<file path="config.mk">
export PLATFORM = sky130hd
export DESIGN_NAME = pipe_stage_buf
export DESIGN_NICKNAME = d
export VERILOG_FILES = /design/src/rtl/pipe_stage_buf.sv
export SDC_FILE = /design/constraint.sdc
export NUM_CORES = 1
export LEC_CHECK = 0
export CAP_MARGIN = 10
export CORE_ASPECT_RATIO = 0.9
export CORE_MARGIN = 4
export CORE_UTILIZATION = 41
export DETAILED_ROUTE_END_ITERATION = 10
export PLACE_DENSITY = 0.81
export SLEW_MARGIN = 20
export SYNTH_ARGS = -nofsm -noshare
export SYNTH_HDL_FRONTEND = slang
export SYNTH_SLANG_ARGS = --single-unit
</file>
<file path="constraint.sdc">
create_clock -name clk -period 2 [get_ports clk]
set_clock_uncertainty 0.2 [all_clocks]
set_input_delay 0.4 -clock clk [delete_from_list [all_inputs] [get_ports clk]]
set_output_delay 0.4 -clock clk [all_outputs]
set_load 0.005 [all_outputs]
</file>
<file path="src/rtl/pipe_stage_buf.sv">
// pipe_stage_buf: reusable pipeline-stage register with valid/ready handshake,
// synchronous flush, bubble insertion (control forced to zero when invalid)
// and a saturating back-pressure counter.
// Optional feature macro: PIPE_SKID_EN adds a second (skid) entry so that
// in_ready is registered and carries no combinational path from out_ready.
module pipe_stage_buf #(
    parameter int DATA_W = 32,
    parameter int CTRL_W = 16,
    parameter int CNT_W  = 16
) (
    input  logic              clk,
    input  logic              clrn,
    input  logic              flush,
    input  logic              in_valid,
    output logic              in_ready,
    input  logic [CTRL_W-1:0] in_ctrl,
    input  logic [DATA_W-1:0] in_data,
    output logic              out_valid,
    input  logic              out_ready,
    output logic [CTRL_W-1:0] out_ctrl,
    output logic [DATA_W-1:0] out_data,
    output logic [1:0]        occ,
    output logic [CNT_W-1:0]  stall_cnt
);

    typedef enum logic [1:0] {
        EMPTY = 2'd0,
        ONE   = 2'd1,
        FULL  = 2'd2
    } state_t;

    state_t              state;
    logic                m_valid;
    logic [CTRL_W-1:0]   m_ctrl;
    logic [DATA_W-1:0]   m_data;
    logic [1:0]          occ_r;
    logic                accept;
    logic                take;

`ifdef PIPE_SKID_EN
    logic                s_valid;
    logic [CTRL_W-1:0]   s_ctrl;
    logic [DATA_W-1:0]   s_data;

    // Ready is a pure function of the skid register, so it is registered.
    assign in_ready = ~s_valid;
`else
    // Single register: a slot frees up whenever the current entry leaves.
    assign in_ready = out_ready | ~m_valid;
`endif

    assign accept    = in_valid & in_ready;
    assign take      = m_valid & out_ready;
    assign out_valid = m_valid;
    assign out_ctrl  = m_ctrl;
    assign out_data  = m_data;
    assign occ       = occ_r;

    // Occupancy FSM moving entries through M (and S when present).
    always_ff @(posedge clk or negedge clrn) begin
        if (!clrn) begin
            state   <= EMPTY;
            m_valid <= 1'b0;
            m_ctrl  <= '0;
            m_data  <= '0;
            occ_r   <= 2'd0;
`ifdef PIPE_SKID_EN
            s_valid <= 1'b0;
            s_ctrl  <= '0;
            s_data  <= '0;
`endif
        end else if (flush) begin
            // Kill every held entry; payload registers keep their contents.
            state   <= EMPTY;
            m_valid <= 1'b0;
            m_ctrl  <= '0;
            occ_r   <= 2'd0;
`ifdef PIPE_SKID_EN
            s_valid <= 1'b0;
            s_ctrl  <= '0;
`endif
        end else begin
            case (state)
                EMPTY: begin
                    if (accept) begin
                        m_valid <= 1'b1;
                        m_ctrl  <= in_ctrl;
                        m_data  <= in_data;
                        state   <= ONE;
                        occ_r   <= 2'd1;
                    end
                end
                ONE: begin
                    if (accept && take) begin
                        m_ctrl <= in_ctrl;
                        m_data <= in_data;
                    end else if (accept) begin
`ifdef PIPE_SKID_EN
                        s_valid <= 1'b1;
                        s_ctrl  <= in_ctrl;
                        s_data  <= in_data;
                        state   <= FULL;
                        occ_r   <= 2'd2;
`else
                        // Unreachable: in ONE, accept implies take here.
                        m_ctrl <= in_ctrl;
                        m_data <= in_data;
`endif
                    end else if (take) begin
                        // Bubble: invalid entry always presents zero control.
                        m_valid <= 1'b0;
                        m_ctrl  <= '0;
                        state   <= EMPTY;
                        occ_r   <= 2'd0;
                    end
                end
`ifdef PIPE_SKID_EN
                FULL: begin
                    if (take) begin
                        m_ctrl  <= s_ctrl;
                        m_data  <= s_data;
                        s_valid <= 1'b0;
                        s_ctrl  <= '0;
                        state   <= ONE;
                        occ_r   <= 2'd1;
                    end
                end
`endif
                default: begin
                    state   <= EMPTY;
                    m_valid <= 1'b0;
                    m_ctrl  <= '0;
                    occ_r   <= 2'd0;
                end
            endcase
        end
    end

    // Saturating count of cycles where a valid entry is held back; flush-immune.
    always_ff @(posedge clk or negedge clrn) begin
        if (!clrn) begin
            stall_cnt <= '0;
        end else if (m_valid && !out_ready && (stall_cnt != '1)) begin
            stall_cnt <= stall_cnt + 1'b1;
        end
    end

endmodule

</file>
==> impl_metrics.toml <==
[synthesis]
synth_cell_type_count = 36
synth-xor-area-share_pct = 2.99
ys_warn_count = 0
syn_area_um2 = 2630
yosys.area.top_type = "dfrtp_1"
synthTopCellsByArea = "dfrtp_1, mux2_1, a22o_1"
synthArstFlopShare_pct = 100
ys_seq_elements = 65
yosys-mux-area-fraction_pct = 14.5
synth_fa_ha_area_share_pct = 0.475
seq_area_frac_synth_pct = 61.8
netlist.area_leader.share_pct = 61.8
synth_compound_area_share_pct = 7.75
yosys.area_share.simple_pct = 10.2
synth_common_cells = "dfrtp_1, mux2_1, a22o_1"
synthCells = 187
syn_nets = 241
synth_ff_type = "dfrtp_1"
synth_edf_count = 0
synth_top_family_by_area = "multiplexers"
avgSynthCellArea_um2 = 14.1
yosysMostFrequentCell = "dfrtp_1"

[cts]
cts.clk_slew.worst_paths_ns = 0.07
cts_num_sinks = 65
clock_path_buffers = 2
cts_tree = "built"
h-tree-depth = 3
cts_buffers = 9
clockRootBuffer = "clkbuf_8"
insertion_delay_ns = 0.33

[sta]
slew_violations = 0
hold_violations = 0
rsz0062_at_grt = "yes"
period_share_pct = 97.8
tightest_slew_ns = 0.674
fmax_ghz = 0.511
maxSlewHeadroom_pct = 55.0
setup_viol = 0
period_needed_ns = 1.96

[routing]
ant_nets = 0
avgViaCountPerCell = 5.00
vias = 2162
routed_wl_um = 7640
first_pass_iters = 4
first_iter_violations = 83
drt-wirelength-per-cell_um = 17.7
drc = 0

[place]
place_area_um2 = 4040
dp_hpwl_um = 5130
gp_congestion = 0.774
port_buffers = 119

[worst_setup_path]
worstSetupStartpointType = "register"
rrSetupSlack_ns = 0.04
r2r-start = "out_valid"
crit_type = "reg -> reg"
path_max_fanout = 4
cp.arrival_ns = 1.97
ff2ff_path_depth = 7
cp-end-kind = "register"
critical_path.startpoint = "out_valid"
cp_data_required_time_ns = 2.01

[pwr]
p_int_mw = 2.58
p_seq_share_pct = 46.8
powerDensity_nw_per_um2 = 788
clkPwrFrac_pct = 26.0
power_frac_comb_pct = 27.2
p_switching_mw = 0.922
leakagePower_nw = 1.93
swShare_pct = 26.3
ir_worst_vdd_mv = 0.496

[layout]
area_delta_synth_final_pct = 69.0
final_util_pct = 71.9
num_antenna_cells = 0
seqCellArea_um2 = 1630
nets = 394
drive_above_1_share_pct = 17.7
multi_input_area_um2 = 995
n_fill_cell = 428
final_cell_area_um2 = 4450

[die]
initial_core_util_pct = 42.6
ioPinCount = 121
row_count = 27
core_um2 = 6180
die_width_um = 92.5
die_h_um = 84.0
dieArea_um2 = 7770

[grt]
gr-total-overflow = 0
grt_pass1_vias = 2271
track_usage_pct = 20.1
grt_first_pass_wirelength_um = 12000
grt_max_degree = 53
antenna_found_initial = 0

[status]
status = "completed"

[worst_hold_path]
hold_depth = 1
min_path_type = "reg -> reg"

[flow_run]
cap_violations = 0
-- layout by cell type, fill, tap and decap left out, drive strengths merged, types with 6 or more instances in the layout --
cell and instances:
a22o 16, buf 29, clkbuf 15, clkdlybuf4s50 114
dfrtp 65, mux2 34, nand2 6, nand3 6
nor2 8, xor2 7
-- critical path, cell delays in order, from the launching register on --
cell and delay [ns]:
dfrtp_1 0.41, and2b_2 0.22, buf_6 0.13, nor3b_4 0.16
buf_6 0.15, buf_12 0.13, clkbuf_16 0.14, mux2_4 0.29
-- stage by stage --
step,hold slack [ns],std cells,TNS [ns],setup WS (ns),total power [mW]
2_1_floorplan,-0.0956,187,0,0.116,1.89
4_1_cts,0.290,429,0,0.0275,3.50
5_1_grt,0.308,432,-1.12,-0.0655,3.71
3_3_place_gp,0.122,402,-18.09,-0.470,2.50
3_5_place_dp,0.119,402,-21.24,-0.550,2.53
6_report,0.289,432,0,0.0444,3.51
-- cell type report --
class / count / area share (%)
well taps: 87 / 2.45
repair buffers: 150 / 34.9
multi-input cells: 112 / 22.4
clock inverters: 3 / 0.394
flip-flops and latches: 65 / 36.6
inverters: 2 / 0.169
clock buffers: 13 / 3.12
-- power groups by stage --
stage / combinational, mW / sequential, mW / clock, mW
after floorplan: 0.220 / 1.67 / 0
after global placement: 0.854 / 1.65 / 0
after detailed placement: 0.872 / 1.66 / 0
after CTS: 0.923 / 1.63 / 0.944
after global routing: 1.03 / 1.67 / 1.02
final: 0.953 / 1.64 / 0.913
-- how the worst max path moves through the flow --
stage,endpoint,slack (ns),cells past startpoint
3_3_place_gp,out_ctrl[5],-0.47,5
2_1_floorplan,stall_cnt[1],0.12,5
5_1_grt,out_ctrl[15],-0.07,6
4_1_cts,register,0.03,7
6_report,register,0.04,7
3_5_place_dp,out_ctrl[8],-0.55,5
-- layer usage --
metal / global-route usage (%) / vias to the layer above / part of all wire (%)
met1: 25.8 / 1069 / 42
met2: 31.4 / 85 / 48
met5: 0 / - / 0
met3: 4.51 / 17 / 6.5
met4: 10.9 / 0 / 3.3
li1: - / 991 / -
-- what timing repair did --
action / 4_1_cts / 5_1_grt
hold endpoints to repair: 13 / 0
setup buffers: 7 / 2
setup endpoints to repair: 19 / 39
hold buffers: 1 / 0
gates cloned: 3 / 2
resized for setup: 10 / 12
pin swaps: 1 / 1
-- cell families after synthesis --
family          count (synthesis)
flops                          65
simple gates                   42
mux                            34
compound gates                 25
buf+inv                        10
xor+xnor                        9
fa+ha+maj                       1
other cells                     1
(Power assumes the default switching activity.)
